==> src/rtl/tcp_ip_receiver.sv <==
// RMII receive-side frame parser: hunts preamble/SFD, captures the 58-byte MAC/IPv4/TCP
// header, streams payload words with the trailing FCS stripped, and reports per-frame status.
module tcp_ip_receiver #(
  parameter int MAX_FRAME_BYTES     = 1518,
  parameter int MIN_PREAMBLE_DIBITS = 4,
  parameter bit CHECK_FCS           = 1'b1
) (
  input  logic        clk,
  input  logic        rst,
  input  logic [1:0]  rx_d,
  input  logic        crs_dv,
  output logic [31:0] mac_1,
  output logic [31:0] mac_2,
  output logic [31:0] mac_3,
  output logic [15:0] mac_length,
  output logic [31:0] ip_w0,
  output logic [31:0] ip_w1,
  output logic [31:0] ip_w2,
  output logic [31:0] ip_w3,
  output logic [31:0] ip_w4,
  output logic [31:0] tcp_w0,
  output logic [31:0] tcp_w1,
  output logic [31:0] tcp_w2,
  output logic [31:0] tcp_w3,
  output logic [31:0] tcp_w4,
  output logic [31:0] tcp_w5,
  output logic        hdr_valid,
  output logic [31:0] data,
  output logic        data_valid,
  output logic        data_last,
  output logic [10:0] data_count,
  output logic        frame_done,
  output logic        frame_err,
  output logic        busy
);

  localparam int BCW       = $clog2(MAX_FRAME_BYTES + 2);
  localparam int PCW       = $clog2(MIN_PREAMBLE_DIBITS + 1);
  localparam int HDR_BYTES = 58;
  localparam logic [BCW-1:0] LAST_HDR    = BCW'(HDR_BYTES - 1);
  localparam logic [BCW-1:0] MIN_BYTES   = BCW'(HDR_BYTES + 4);
  localparam logic [BCW-1:0] MAX_BYTES   = BCW'(MAX_FRAME_BYTES);
  localparam logic [PCW-1:0] PRE_MIN     = PCW'(MIN_PREAMBLE_DIBITS);
  localparam logic [31:0]    CRC_POLY    = 32'hEDB88320;
  localparam logic [31:0]    CRC_RESIDUE = 32'hDEBB20E3;

  typedef enum logic [2:0] {IDLE, PREAMBLE, HEADER, PAYLOAD, DRAIN} state_t;

  state_t           state_q, state_d;
  logic [PCW-1:0]   pre_cnt_q, pre_cnt_d;
  logic [1:0]       phase_q, phase_d;
  logic [5:0]       sr_q, sr_d;
  logic [BCW-1:0]   byte_cnt_q, byte_cnt_d;
  logic             ovf_q, ovf_d;
  logic             odd_q, odd_d;
  logic [31:0]      crc_q, crc_d;
  logic [463:0]     hdr_q, hdr_d;
  logic [31:0]      dl_q, dl_d;
  logic [2:0]       dl_cnt_q, dl_cnt_d;
  logic [31:0]      word_q, word_d;
  logic [2:0]       wcnt_q, wcnt_d;
  logic [10:0]      pay_cnt_q, pay_cnt_d;
  logic             drain_step_q, drain_step_d;
  logic             hdr_valid_q, hdr_valid_d;
  logic [31:0]      data_q, data_d;
  logic             data_valid_q, data_valid_d;
  logic             data_last_q, data_last_d;
  logic [10:0]      data_count_q, data_count_d;
  logic             frame_done_q, frame_done_d;
  logic             frame_err_q, frame_err_d;
  logic             busy_q, busy_d;

  logic [7:0] byte_val;
  logic       byte_stb;

  function automatic logic [31:0] crc_byte(input logic [31:0] crc_in, input logic [7:0] b);
    logic [31:0] c;
    c = crc_in ^ {24'h0, b};
    for (int i = 0; i < 8; i++) c = c[0] ? ((c >> 1) ^ CRC_POLY) : (c >> 1);
    return c;
  endfunction

  // Dibits arrive LSB first, so the current dibit completes byte[7:6]
  assign byte_val = {rx_d, sr_q};
  assign byte_stb = ((state_q == HEADER) || (state_q == PAYLOAD)) && crs_dv &&
                    (phase_q == 2'd3) && !ovf_q;

  always_comb begin
    state_d      = state_q;
    pre_cnt_d    = pre_cnt_q;
    phase_d      = phase_q;
    sr_d         = sr_q;
    byte_cnt_d   = byte_cnt_q;
    ovf_d        = ovf_q;
    odd_d        = odd_q;
    crc_d        = crc_q;
    hdr_d        = hdr_q;
    dl_d         = dl_q;
    dl_cnt_d     = dl_cnt_q;
    word_d       = word_q;
    wcnt_d       = wcnt_q;
    pay_cnt_d    = pay_cnt_q;
    drain_step_d = drain_step_q;
    hdr_valid_d  = 1'b0;
    data_d       = data_q;
    data_valid_d = 1'b0;
    data_last_d  = 1'b0;
    data_count_d = '0;
    frame_done_d = 1'b0;
    frame_err_d  = 1'b0;

    case (state_q)
      IDLE: begin
        if (crs_dv && (rx_d == 2'b01) && !frame_done_q) begin
          state_d   = PREAMBLE;
          pre_cnt_d = PCW'(1);
        end
      end
      PREAMBLE: begin
        if (!crs_dv) begin
          state_d = IDLE;
        end else if (rx_d == 2'b01) begin
          if (pre_cnt_q < PRE_MIN) pre_cnt_d = pre_cnt_q + 1'b1;
        end else if ((rx_d == 2'b11) && (pre_cnt_q >= PRE_MIN)) begin
          state_d    = HEADER;
          phase_d    = '0;
          byte_cnt_d = '0;
          crc_d      = '1;
          ovf_d      = 1'b0;
          odd_d      = 1'b0;
          dl_cnt_d   = '0;
          wcnt_d     = '0;
          word_d     = '0;
          pay_cnt_d  = '0;
        end else begin
          state_d = IDLE;
        end
      end
      HEADER, PAYLOAD: begin
        // A full word is held one cycle so crs_dv can tell whether it is the last one
        if ((state_q == PAYLOAD) && (wcnt_q == 3'd4)) begin
          data_d       = word_q;
          data_valid_d = 1'b1;
          data_last_d  = !crs_dv;
          word_d       = '0;
          wcnt_d       = '0;
        end
        if (!crs_dv) begin
          odd_d        = (phase_q != 2'd0);
          drain_step_d = 1'b0;
          state_d      = DRAIN;
        end else begin
          phase_d = phase_q + 2'd1;
          sr_d    = {rx_d, sr_q[5:2]};
          if (byte_stb) begin
            if (byte_cnt_q == MAX_BYTES) begin
              ovf_d = 1'b1;
            end else begin
              byte_cnt_d = byte_cnt_q + 1'b1;
              crc_d      = crc_byte(crc_q, byte_val);
              if (state_q == HEADER) begin
                for (int k = 0; k < HDR_BYTES; k++)
                  if (byte_cnt_q == BCW'(k)) hdr_d[463 - 8*k -: 8] = byte_val;
                if (byte_cnt_q == LAST_HDR) begin
                  hdr_valid_d = 1'b1;
                  state_d     = PAYLOAD;
                end
              end else begin
                // Four-byte delay line keeps the FCS out of the payload stream
                dl_d = {dl_q[23:0], byte_val};
                if (dl_cnt_q == 3'd4) begin
                  for (int k = 0; k < 4; k++)
                    if (wcnt_q[1:0] == 2'(k)) word_d[31 - 8*k -: 8] = dl_q[31:24];
                  wcnt_d = wcnt_q + 3'd1;
                  if (pay_cnt_q != 11'h7FF) pay_cnt_d = pay_cnt_q + 11'd1;
                end else begin
                  dl_cnt_d = dl_cnt_q + 3'd1;
                end
              end
            end
          end
        end
      end
      DRAIN: begin
        if (!drain_step_q) begin
          if (wcnt_q != 3'd0) begin
            data_d       = word_q;
            data_valid_d = 1'b1;
            data_last_d  = 1'b1;
            word_d       = '0;
            wcnt_d       = '0;
          end
          drain_step_d = 1'b1;
        end else begin
          frame_done_d = 1'b1;
          data_count_d = pay_cnt_q;
          frame_err_d  = odd_q || ovf_q || (byte_cnt_q < MIN_BYTES) ||
                         (CHECK_FCS && (crc_q != CRC_RESIDUE));
          state_d      = IDLE;
        end
      end
      default: state_d = IDLE;
    endcase

    busy_d = (state_d != IDLE);
  end

  always_ff @(posedge clk) begin
    if (rst) begin
      state_q      <= IDLE;
      pre_cnt_q    <= '0;
      phase_q      <= '0;
      sr_q         <= '0;
      byte_cnt_q   <= '0;
      ovf_q        <= 1'b0;
      odd_q        <= 1'b0;
      crc_q        <= '0;
      hdr_q        <= '0;
      dl_q         <= '0;
      dl_cnt_q     <= '0;
      word_q       <= '0;
      wcnt_q       <= '0;
      pay_cnt_q    <= '0;
      drain_step_q <= 1'b0;
      hdr_valid_q  <= 1'b0;
      data_q       <= '0;
      data_valid_q <= 1'b0;
      data_last_q  <= 1'b0;
      data_count_q <= '0;
      frame_done_q <= 1'b0;
      frame_err_q  <= 1'b0;
      busy_q       <= 1'b0;
    end else begin
      state_q      <= state_d;
      pre_cnt_q    <= pre_cnt_d;
      phase_q      <= phase_d;
      sr_q         <= sr_d;
      byte_cnt_q   <= byte_cnt_d;
      ovf_q        <= ovf_d;
      odd_q        <= odd_d;
      crc_q        <= crc_d;
      hdr_q        <= hdr_d;
      dl_q         <= dl_d;
      dl_cnt_q     <= dl_cnt_d;
      word_q       <= word_d;
      wcnt_q       <= wcnt_d;
      pay_cnt_q    <= pay_cnt_d;
      drain_step_q <= drain_step_d;
      hdr_valid_q  <= hdr_valid_d;
      data_q       <= data_d;
      data_valid_q <= data_valid_d;
      data_last_q  <= data_last_d;
      data_count_q <= data_count_d;
      frame_done_q <= frame_done_d;
      frame_err_q  <= frame_err_d;
      busy_q       <= busy_d;
    end
  end

  assign mac_1      = hdr_q[463:432];
  assign mac_2      = hdr_q[431:400];
  assign mac_3      = hdr_q[399:368];
  assign mac_length = hdr_q[367:352];
  assign ip_w0      = hdr_q[351:320];
  assign ip_w1      = hdr_q[319:288];
  assign ip_w2      = hdr_q[287:256];
  assign ip_w3      = hdr_q[255:224];
  assign ip_w4      = hdr_q[223:192];
  assign tcp_w0     = hdr_q[191:160];
  assign tcp_w1     = hdr_q[159:128];
  assign tcp_w2     = hdr_q[127:96];
  assign tcp_w3     = hdr_q[95:64];
  assign tcp_w4     = hdr_q[63:32];
  assign tcp_w5     = hdr_q[31:0];
  assign hdr_valid  = hdr_valid_q;
  assign data       = data_q;
  assign data_valid = data_valid_q;
  assign data_last  = data_last_q;
  assign data_count = data_count_q;
  assign frame_done = frame_done_q;
  assign frame_err  = frame_err_q;
  assign busy       = busy_q;

endmodule

==> config.mk <==
export PLATFORM = sky130hd
export DESIGN_NAME = tcp_ip_receiver
export DESIGN_NICKNAME = d
export VERILOG_FILES = /design/src/rtl/tcp_ip_receiver.sv
export SDC_FILE = /design/constraint.sdc
export NUM_CORES = 1
export LEC_CHECK = 0
export BUFFER_PORTS_ARGS = -buffer_cell sky130_fd_sc_hd__buf_2
export CORE_ASPECT_RATIO = 0.7
export CORE_MARGIN = 2
export CORE_UTILIZATION = 54
export DETAILED_ROUTE_END_ITERATION = 7
export PLACE_DENSITY = 0.78
export SLEW_MARGIN = 20
export SYNTH_ARGS = -nofsm -noshare
export SYNTH_HDL_FRONTEND = slang
export SYNTH_SLANG_ARGS = --single-unit
export TNS_END_PERCENT = 10
==> constraint.sdc <==
create_clock -name clk -period 2.64 [get_ports clk]
set_input_delay 0.132 -clock clk [delete_from_list [all_inputs] [get_ports clk]]
set_output_delay 0.132 -clock clk [all_outputs]
set_load 0.02 [all_outputs]
==> PnR_summary.wiki <==
{| class="wikitable"
! Metric !! Value
|-
| Layout Area Growth over Synthesis || 22.9%
|-
| Area share of the leading cell type in the synthesized netlist || 53.3%
|-
| Crit Path Category || reg2reg
|-
| Pre-CTS WS || -179 ps
|-
| Setup-failing EPs final || 13
|-
| Async SR Flop Fraction || 0%
|-
| Crit Reg-Reg Endpoint || hdr_q[24]
|-
| End point of the most critical hold path || word_q[15]
|-
| Power density over the cells || 631 nW/um2
|-
| Num CTS Buffers || 59
|-
| HPWL Detailed || 54.7 mm
|-
| Sequential element share of the synthesized area || 53.3%
|-
| Reg clk slew, reported paths || 70 ps
|-
| Level count of the clock H-tree || 2
|-
| Total of fill cells in the finished design || 3695
|-
| Worst vdd rail ir drop || 0.558 mV
|-
| Drt wl/cell || 20.4 um
|-
| Slew Limit Headroom || 26.3%
|-
| Max incr delay on CP || 630 ps
|-
| Setup slack, reg-to-reg || -40 ps
|-
| Overall global routing resource usage || 34.1%
|-
| Dominant cell type by count on the critical path || sky130_fd_sc_hd__nand2_1
|-
| Yosys warning total || 0
|-
| Share of cells above drive strength 1 || 22.9%
|-
| Transition time at the pin with the least slew margin || 1100 ps
|-
| Run status || finished, violations left
|-
| Length in cells of the worst reg-to-reg path || 5
|-
| Worst endpoint data arrival time || 3230 ps
|-
| Worst EP required || 3180 ps
|-
| Cell type of the slowest stage on the worst timing path || sky130_fd_sc_hd__nor2_2
|-
| Multi-input gate area in the final layout || 10800 um2
|-
| Count of input and output buffers || 517
|-
| Final net count || 3519
|-
| Via/cell ratio || 5.72
|-
| Max Cap Viol || 0
|-
| Most frequent cells in the layout || sky130_fd_sc_hd__nand2_1, sky130_fd_sc_hd__dfxtp_1, sky130_fd_sc_hd__buf_2, sky130_fd_sc_hd__a21oi_1, sky130_fd_sc_hd__nor2_1
|-
| Clk Latency, worst-skew pair || 640 ps
|-
| Effective utilization at floorplan || 54.6%
|-
| DR DRC count || 0
|-
| Total length of routed wires || 84.7 mm
|-
| FP Rows || 65
|-
| Floorplan Core Area || 45000 um2
|-
| Clock root buffer || sky130_fd_sc_hd__clkbuf_16
|-
| Number of different library cells in the post-synthesis netlist || 59
|-
| Failing checks || setup timing
|-
| Start of the worst register-to-register path || byte_cnt_q[2]
|-
| Number of global-route vias before repair || 22.5k
|-
| Setup repair after global routing missed its margin || yes
|-
| Synth Register Bits || 654
|-
| Maximum fanout count along the critical path || 13
|-
| TritonCTS Sinks || 654
|-
| CP startpoint || byte_cnt_q[2]
|-
| Average instance area after synthesis || 8.09 um2
|-
| Syn_nets || 3056
|-
| Die Outline Area || 47300 um2
|-
| Final hold violation count || 0
|-
| F_max || 373 MHz
|-
| Cell type contributing the most total cell area after synthesis || sky130_fd_sc_hd__dfxtp_1
|-
| Type of the tightest min-delay check || in2reg
|-
| Leakage power of the design || 11.7 nW
|-
| Startpoint class of the critical path || register
|-
| Kind of capture point of the worst setup path || register
|-
| Maximum number of pins on one net before global-route repair || 122
|-
| Final instance area || 30200 um2
|-
| Smallest hold slack || 443 ps
|-
| Drt pass-1 iters || 5
|-
| Slew Limit Fails || 0
|-
| Remaining number of nets flagged by the antenna check after routing || 0
|-
| Post-Syn Instances || 3037
|-
| Post-synth top flop || sky130_fd_sc_hd__dfxtp_1
|-
| Cell class contributing the biggest share of worst-path delay || simple AND/OR/NAND/NOR gates
|-
| IO Pins || 518
|-
| Final worst-path setup slack || -42.8 ps
|-
| Antenna cells || 0
|-
| Vertical die dimension || 182 um
|-
| First-pass GRT wire length || 128 mm
|-
| Reg area || 13100 um2
|-
| Netlist Area Pre-Place || 24600 um2
|-
| Longest Clk Path Bufs || 3
|-
| Leading cell type in the layout, fill and taps excluded || sky130_fd_sc_hd__nand2_1
|-
| Crit-path cells || nor2b_2, nand2_1, nor2_2, nand2_1, a21oi_1
|-
| Biggest area contributors in the synthesized netlist || sky130_fd_sc_hd__dfxtp_1, sky130_fd_sc_hd__nand2_1, sky130_fd_sc_hd__a21oi_1
|-
| Number of enable-type register cells in the synthesized netlist || 0
|-
| Ratio of final minimum period to clock period || 102%
|-
| Antenna violations before repair || 1
|-
| Die X-Extent || 259 um
|-
| Drt first-iter violations || 2712
|-
| Clock skew || 33.3 ps
|-
| Worst Path Buf+Inv || 0
|-
| Global placement routability congestion || 0.940
|-
| TritonCTS clock tree || yes
|-
| Total placed instance area || 27900 um2
|-
| Min Clock Period, post-route || 2680 ps
|-
| Total congestion overflow after global routing || 0
|-
| Number of vias in the routed layout || 23.8k
|-
| Min-Delay Path Depth || 3
|-
| Launch point of the worst hold path || rst
|}
## worst register-to-register path: stages, from the launching register on
cell                      delay, ps
sky130_fd_sc_hd__dfxtp_1        540
sky130_fd_sc_hd__nor2b_2        540
sky130_fd_sc_hd__nand2_1        580
sky130_fd_sc_hd__nor2_2         640
sky130_fd_sc_hd__nand2_1        120
sky130_fd_sc_hd__a21oi_1        170
## report_power, final
group	total (W)	switching [W]	internal (W)	leakage [nW]
registers	0.00986	0.000000856	0.00986	5.27
clock network	0.00888	0.00388	0.00500	0.959
logic	0.000297	0.000239	0.0000584	5.46
## timing repair
action	in CTS	in global routing
gates resized for setup	4	57
cloned	0	3
pin swaps	0	6
buffers inserted	0	8
hold endpoints to repair	42	0
hold buffers	4	0
setup endpoints to repair	202	368
## area by class of cell
class / count / share of cell area [%]
Inverter: 13 / 0.162
Clock inverter: 31 / 1.19
Sequential cell: 654 / 43.4
Clock buffer: 77 / 5.34
Tap cell: 603 / 2.50
Timing Repair Buffer: 620 / 11.7
Multi-Input combinational cell: 2152 / 35.8
## layer usage
metal  track usage, %  vias to the layer above  share of wire, %
met4             16.8                        0               4.2
li1                 -                    11000                 -
met5                0                        -                 0
met3             7.61                      219                10
met1             44.7                    11300                41
met2             53.3                     1243                45
## kinds of logic (layout without fill, tap and decap cells)
group	count (synthesis)	count (layout)	share of synthesized area, %
flip-flops	654	654	53.3
AO/OA/AOI/OAI	706	706	15.4
multiplexers	42	42	1.71
buffers and inverters	231	741	3.58
adder cells (fa/ha/maj)	14	14	0.713
XOR/XNOR	83	83	3.11
AND/OR/NAND/NOR	1307	1307	22.2
## worst max path at each step
stage | to | slack, ps | cells past startpoint
after floorplan | hdr_q[106] | 340 | 7
after global placement | hdr_q[47] | -140 | 5
after detailed placement | hdr_q[41] | -180 | 5
after CTS | hdr_q[266] | -30 | 6
after global routing | hdr_q[24] | -150 | 5
final | hdr_q[24] | -40 | 5
## registers in the layout, indices dropped and copies added (netlist names), 6 cells and up
name        count
data_count     11
byte_cnt_q     11
data           32
dl_q           32
crc_q          32
sr_q            6
pay_cnt_q      11
hdr_q         464
word_q         32
## synth_stat cells, drive strengths merged (2+ instances only)
cell	instances
nand3b	3
nand4bb	2
or3	5
nand2b	3
mux2i	42
a32oi	20
a221oi	2
o21bai	4
nor4bb	2
ha	14
nor3b	5
nor2	191
o31ai	3
xor2	23
a22oi	4
and2	18
dfxtp	654
nand2	949
and3	4
and4	6
xnor2	60
nor2b	8
or4	4
o22ai	3
or2	17
a21oi	521
nor4	7
nor3	20
inv	13
a32o	7
nand3	46
o21ai	108
o211ai	2
buf	21
a211oi	25
clkbuf	197
nand4	8
nand4b	5
## per-stage QoR
step	TNS (ps)	total power (W)	std cells	util (%)
after floorplan	0	0.0103	3037	-
after global placement	-7550	0.0104	4027	61.9
after detailed placement	-12810	0.0104	4027	62.0
after CTS	-108	0.0191	4139	66.5
after global routing	-6290	0.0195	4150	67.1
final	-254	0.0190	4150	67.1
Power figures use the tool's default switching activity.
